`src/rtl/led_matrix_pkg.sv`:
```
// Shared types and helpers for the LED matrix scanner: shift direction
// decoding and a counter width helper for the clock and shift dividers.
package led_matrix_pkg;

    typedef enum logic [1:0] {
        NONE,
        RIGHT,
        LEFT,
        HOLD
    } shift_dir_e;

    function automatic int ratio_width(input int ratio);
        return (ratio <= 2) ? 1 : $clog2(ratio);
    endfunction

endpackage

```
`src/rtl/led_matrix_scan_shift_ce_gen.sv`:
```
// Tick divider: emits a registered one-clock enable every RATIO clocks,
// the first one on clock RATIO after reset release.
module ce_gen
    import led_matrix_pkg::*;
#(
    parameter int RATIO = 48
) (
    input  logic clk,
    input  logic rst_n,
    output logic ce
);

    localparam int               CNT_W = ratio_width(RATIO);
    localparam logic [CNT_W-1:0] LAST  = CNT_W'(RATIO - 1);

    logic [CNT_W-1:0] cnt_q, cnt_d;
    logic             ce_q, ce_d;

    always_comb begin
        cnt_d = (cnt_q == LAST) ? '0 : cnt_q + CNT_W'(1);
        ce_d  = (cnt_q == LAST);
    end

    always_ff @(posedge clk or negedge rst_n) begin
        if (!rst_n) begin
            cnt_q <= '0;
            ce_q  <= 1'b0;
        end else begin
            cnt_q <= cnt_d;
            ce_q  <= ce_d;
        end
    end

    assign ce = ce_q;

endmodule

```
`src/rtl/led_matrix_scan_shift.sv`:
```
// Row-scanned LED matrix driver with a shiftable pattern register; shifts
// are requested by asynchronous buttons in either level-repeat or edge mode.
module led_matrix_scan_shift
    import led_matrix_pkg::*;
#(
    parameter int               CLK_REF    = 48_000_000,
    parameter int               CLK_CE     = 1_000_000,
    parameter int               ROWS       = 8,
    parameter int               COLS       = 8,
    parameter int               PAT_W      = 16,
    parameter int               SHIFT_STEP = 4,
    parameter int               SHIFT_DIV  = 100,
    parameter int               EDGE_MODE  = 0,
    parameter logic [PAT_W-1:0] INIT       = 16'h00F0
) (
    input  logic             clk,
    input  logic             btnCpuReset,
    input  logic             SHIFT_4B_R,
    input  logic             SHIFT_4B_L,
    input  logic             RE,
    output logic [ROWS-1:0]  STRING,
    output logic [COLS-1:0]  COLUMN,
    output logic [PAT_W-1:0] LED
);

    localparam int               RATIO    = CLK_REF / CLK_CE;
    localparam int               ROW_W    = ratio_width(ROWS);
    localparam int               DIV_W    = ratio_width(SHIFT_DIV);
    localparam int               IDX_W    = ratio_width(PAT_W);
    localparam logic [ROW_W-1:0] ROW_LAST = ROW_W'(ROWS - 1);
    localparam logic [DIV_W-1:0] DIV_LAST = DIV_W'(SHIFT_DIV - 1);

    logic ce;

    ce_gen #(
        .RATIO(RATIO)
    ) u_ce_gen (
        .clk  (clk),
        .rst_n(btnCpuReset),
        .ce   (ce)
    );

    logic [2:0]       sync1_q, sync1_d;
    logic [2:0]       sync2_q, sync2_d;
    logic [1:0]       prev_q, prev_d;
    logic [DIV_W-1:0] div_q, div_d;
    logic [PAT_W-1:0] led_q, led_d;
    logic [ROW_W-1:0] row_q, row_d;
    logic [ROWS-1:0]  string_q, string_d;
    logic [COLS-1:0]  column_q, column_d;

    logic             req_r, req_l, re_s, rise_r, rise_l, do_shift;
    logic [IDX_W-1:0] idx;
    shift_dir_e       dir;

    // Synchroniser bit order is {RE, left, right}; prev_q holds the last
    // synchronised requests for edge detection.
    always_comb begin
        sync1_d = {RE, SHIFT_4B_L, SHIFT_4B_R};
        sync2_d = sync1_q;
        prev_d  = sync2_q[1:0];
        req_r   = sync2_q[0];
        req_l   = sync2_q[1];
        re_s    = sync2_q[2];
        rise_r  = req_r & ~prev_q[0];
        rise_l  = req_l & ~prev_q[1];

        if (req_r && req_l) begin
            dir = HOLD;
        end else if (EDGE_MODE != 0) begin
            dir = rise_r ? RIGHT : (rise_l ? LEFT : NONE);
        end else begin
            dir = req_r ? RIGHT : (req_l ? LEFT : NONE);
        end
    end

    // Level mode only shifts after SHIFT_DIV ticks of one steady request.
    always_comb begin
        div_d    = div_q;
        do_shift = 1'b0;
        if (EDGE_MODE != 0) begin
            div_d    = '0;
            do_shift = (dir == RIGHT) || (dir == LEFT);
        end else if ((dir == RIGHT) || (dir == LEFT)) begin
            if (ce) begin
                if (div_q == DIV_LAST) begin
                    div_d    = '0;
                    do_shift = 1'b1;
                end else begin
                    div_d = div_q + DIV_W'(1);
                end
            end
        end else begin
            div_d = '0;
        end

        led_d = led_q;
        if (do_shift) begin
            case (dir)
                RIGHT: led_d = re_s ? ((led_q >> SHIFT_STEP) | (led_q << (PAT_W - SHIFT_STEP)))
                                    : (led_q >> SHIFT_STEP);
                LEFT:  led_d = re_s ? ((led_q << SHIFT_STEP) | (led_q >> (PAT_W - SHIFT_STEP)))
                                    : (led_q << SHIFT_STEP);
                default: led_d = led_q;
            endcase
        end
    end

    // Row refresh reads the pattern as it stood on the tick, so a shift on
    // the same clock shows up whole on the following refresh.
    always_comb begin
        row_d    = row_q;
        string_d = string_q;
        column_d = column_q;
        idx      = '0;
        if (ce) begin
            string_d = ~(ROWS'(1) << row_q);
            for (int c = 0; c < COLS; c++) begin
                idx         = IDX_W'((int'(row_q) + c) % PAT_W);
                column_d[c] = ~led_q[idx];
            end
            row_d = (row_q == ROW_LAST) ? '0 : row_q + ROW_W'(1);
        end
    end

    always_ff @(posedge clk or negedge btnCpuReset) begin
        if (!btnCpuReset) begin
            sync1_q  <= '0;
            sync2_q  <= '0;
            prev_q   <= '0;
            div_q    <= '0;
            led_q    <= INIT;
            row_q    <= '0;
            string_q <= '1;
            column_q <= '1;
        end else begin
            sync1_q  <= sync1_d;
            sync2_q  <= sync2_d;
            prev_q   <= prev_d;
            div_q    <= div_d;
            led_q    <= led_d;
            row_q    <= row_d;
            string_q <= string_d;
            column_q <= column_d;
        end
    end

    assign STRING = string_q;
    assign COLUMN = column_q;
    assign LED    = led_q;

endmodule

```
`config.mk`:
```
export PLATFORM = sky130hd
export DESIGN_NAME = led_matrix_scan_shift
export DESIGN_NICKNAME = d
export VERILOG_FILES = /design/src/rtl/led_matrix_pkg.sv /design/src/rtl/led_matrix_scan_shift_ce_gen.sv /design/src/rtl/led_matrix_scan_shift.sv
export SDC_FILE = /design/constraint.sdc
export NUM_CORES = 1
export LEC_CHECK = 0
export BUFFER_PORTS_ARGS = -buffer_cell sky130_fd_sc_hd__buf_4
export CAP_MARGIN = 10
export CORE_ASPECT_RATIO = 1.75
export CORE_MARGIN = 2
export CORE_UTILIZATION = 63
export DETAILED_ROUTE_END_ITERATION = 10
export PLACE_DENSITY = 0.85
export SYNTH_ARGS = -nofsm -noshare
export SYNTH_HDL_FRONTEND = slang
export SYNTH_SLANG_ARGS = --single-unit
```
`constraint.sdc`:
```
create_clock -name clk -period 3.75 [get_ports clk]
set_clock_uncertainty 0.1 [all_clocks]
set_input_delay 0.75 -clock clk [delete_from_list [all_inputs] [get_ports clk]]
set_output_delay 0.75 -clock clk [all_outputs]
set_load 0.05 [all_outputs]
```
==> flow_summary.yaml <==
status:
  status: "finished clean"
global_route:
  grt_pass1_vias: 2144
  track_usage: 0.2520
  overflow: 0
  antenna_found_initial: 0
  grt_pass1_wl_um: 10830
  grt_max_degree: 56
synthesis:
  yosysUniqueCellTypes: 43
  yosys_warnings: 0
  synthTopCellsByArea: "dfrtp_1 (27%), dfstp_2 (16%), ha_1 (6.2%), mux4_1 (5.7%), mux4_2 (5.6%)"
  syn_area_mm2: 0.003209
  synth_area_leader_cell: "dfrtp_1"
  synthXorXnorAreaFrac: 0.01365
  synth_area_per_cell_um2: 11.84
  synth-adder-area-share: 0.06238
  synth_seq_cells: 55
  synth-compound-area-share: 0.09201
  yosysSeqAreaShare: 0.4366
  synth_top_family_by_area: "multiplexers"
  synth.area.mux_share: 0.2370
  synth-simple-area-share: 0.1205
  syn-num-nets: 292
  syn_inst: 271
  yosys.area.top_type_share: 0.2729
drt:
  drt-initial-drc-count: 120
  firstDrtPassIters: 4
  drt_wl_total_um: 6649
  antenna_left: 0
  routed_via_density: 6.538
  wl_per_cell_um: 18.73
  routed-via-count: 2321
  route.detailed.drc: 0
finish:
  diodes: 0
  final_cells: 355
  area_delta_synth_final_pct: 11.35
  final_core_util: 0.7241
  layout-drive-gt1-share: 0.3156
  nFillCells: 350
  final-seq-area_mm2: 0.001401
  multiInputGateArea_mm2: 0.001687
  nets: 321
setup_path:
  crit_type: "flip-flop to flip-flop"
  cp_num_buf_inv: 1
  startpoint_type: "flip-flop"
  path_cells: "inv_1 -> ha_1 -> mux4_2 -> nor2b_1 -> nor4_1 -> a221o_1"
  r2r.worst_path.cells: 6
  cp_slowest_stage_delay_ns: 0.72
  cpLargestDelayFamily: "adder cells"
  rrSetupSlack_ns: 0.93
  crit_path_end_kind: "flip-flop"
  worstPathMaxFanout: 13
  cp.arrival_ns: 2.99
  required_ns: 3.92
  timing.rr.start: "row_q[1]"
  crit_slowest_cell: "ha_1"
  rr_endpoint: "COLUMN[7]"
floorplanning:
  fp-row-count: 34
  die_area_mm2: 0.005704
  ios: 37
  die_x_um: 57.96
  die_h_um: 98.42
  core_mm2: 0.004935
  start_util: 0.6504
clock_tree:
  cts.hold.buffers_added: 0
  clock_sinks: 55
  clkTransAtPathRegs_ns: 0.10
  cts_tree: "built"
  htreeDepth: 2
  ctsResizeCount: 0
  clk_path_buf_depth: 2
  clockRootBuffer: "clkbuf_8"
  clk_latency_ns: 0.32
  post-cts-setup-buffers: 0
  cts_buffers: 5
pwr:
  leakagePower_nw: 1.726
  ir_worst_vdd_mv: 0.2488
  p_int_mw: 0.7567
  powerDensity_mw_per_mm2: 274.8
  p_seq_frac: 0.613
  p_sw_mw: 0.2253
  pwr-share-comb: 0.027
  netSwitchingFraction: 0.2295
  p_clk_frac: 0.360
placed_design:
  port_buffers: 36
  dp.cells: 347
  detailed_place_hpwl_um: 4573
  dpl_worst_slack_ns: 0.9423
  gp_congestion: 0.8716
timing:
  tightest_slew_ns: 0.8434
  setup_viol: 0
  fin_tns_setup_ns: 0
  finalCritPeriodShare: 0.7525
  worst_slack_ns: 0.9281
  final_max_slew_viol_count: 0
  hold_viol_final: 0
  clock.fmax_mhz: 354.4
  fin_crit_ns: 2.822
  rsz0062_at_grt: "false"
  max_slew_margin: 0.4377
run:
  cap_violations: 0
min_path:
  hold_depth: 0
  hp-start: "sync1_q[1]"
  min_to: "sync2_q[1]"
  hp-class: "flip-flop to flip-flop"
## layout by cell type, fill, tap and decap left out, types with 2 or more instances in the layout
cell type | netlist | layout
a21boi_0 | 2 | 2
inv_1 | 8 | 8
mux2_2 | 13 | 13
a22o_1 | 5 | 5
nor4_1 | 3 | 3
a221o_1 | 2 | 2
nor2b_1 | 7 | 7
a21o_1 | 2 | 2
and3_1 | 2 | 2
nor2_1 | 15 | 15
buf_4 | 0 | 38
a21oi_1 | 9 | 9
xor2_1 | 5 | 5
clkbuf_8 | 0 | 6
mux2_4 | 6 | 6
dfrtp_1 | 35 | 35
and2_1 | 2 | 2
nand3_1 | 11 | 11
o21ai_0 | 10 | 10
ha_1 | 16 | 16
or3_1 | 3 | 3
nor3_1 | 4 | 4
nand4_1 | 4 | 4
nand2_1 | 17 | 17
mux4_1 | 7 | 7
dfstp_2 | 20 | 20
a31oi_1 | 9 | 9
nand3b_1 | 2 | 2
mux4_2 | 8 | 8
mux2i_1 | 16 | 16
## worst reg2reg max path: stages (launching register included)
cell	delay (ns)
dfrtp_1	0.64
inv_1	0.25
ha_1	0.72
mux4_2	0.59
nor2b_1	0.15
nor4_1	0.17
a221o_1	0.14
## per-stage QoR
step	power [mW]	hold slack, ns	area, um^2
3_5_place_dp	0.6394	0.2410	3475
5_1_grt	1.015	0.2766	3573
6_report	0.9820	0.2577	3573
2_1_floorplan	0.6216	0.2312	3209
4_1_cts	0.9854	0.2643	3573
3_3_place_gp	0.6386	0.2335	3475
## kinds of logic after synthesis
group	Yosys count
AOI/OAI and AO/OA	45
and+or+nand+nor	75
DFF	55
muxes	50
adders and majority gates	16
xor gates and xnor gates	5
buffers and inverters	25
## layout make-up
cell class / instances / share of cell area
repair buffers: 38 / 0.07983
well taps: 54 / 0.01891
flip-flops and latches: 55 / 0.3922
multi-input cells: 191 / 0.4720
clock buffers: 6 / 0.02311
inverters: 9 / 0.009454
clock inverters: 2 / 0.004552
## flip-flops by register name, summed over array words and instances (netlist names)
signal / flops
STRING: 8
sync1_q: 3
u_ce_gen.cnt_q: 6
sync2_q: 3
COLUMN: 8
LED: 16
div_q: 7
row_q: 3
u_ce_gen.ce: 1
## metal layers
metal	GRT usage	up-vias	wire length [um]
met5	0	-	0
met4	0.1002	0	149
met3	0.04593	11	267
met2	0.4178	66	3523
met1	0.3233	1178	2707
li1	-	1066	-
## worst max-delay path by stage
stage / from / to / cells after the start
finish: row_q[1] / COLUMN[7] / 6
detailed placement: row_q[1] / COLUMN[7] / 6
CTS: row_q[1] / COLUMN[7] / 6
global placement: row_q[1] / COLUMN[7] / 6
floorplan: row_q[0] / COLUMN[5] / 8
global route: row_q[1] / COLUMN[7] / 6
## synthesized netlist by cell type
cell	number
xor2_1	5
nor2b_1	7
dfrtp_1	35
a21boi_0	2
o31a_1	1
a21o_1	2
or2_2	1
a221o_1	2
a22o_1	5
a2111oi_0	1
nand3b_1	2
a21oi_1	9
inv_1	8
clkinv_1	1
nor2_1	15
mux2_4	6
o21a_1	1
nand2_1	17
o21ai_0	10
nand3b_2	1
a2bb2oi_1	1
dfstp_2	20
or3_1	3
and2_1	2
buf_2	4
and3_1	2
mux2_2	13
nand3_1	11
mux2i_1	16
buf_6	3
mux4_2	8
and4bb_1	1
nor3_1	4
mux4_1	7
or4_1	1
o2bb2ai_1	1
ha_1	16
nor3b_1	1
clkbuf_1	9
a31oi_1	9
nand4_1	4
nor4_1	3
o211ai_1	1
## power groups by stage
stage          combinational [mW]  sequential [mW]  clock, mW
2_1_floorplan              0.0104            0.611          0
3_3_place_gp               0.0267            0.612          0
3_5_place_dp               0.0270            0.612          0
4_1_cts                    0.0271            0.602      0.357
5_1_grt                    0.0300            0.602      0.382
6_report                   0.0266            0.602      0.354
Power figures use the tool's default switching activity.
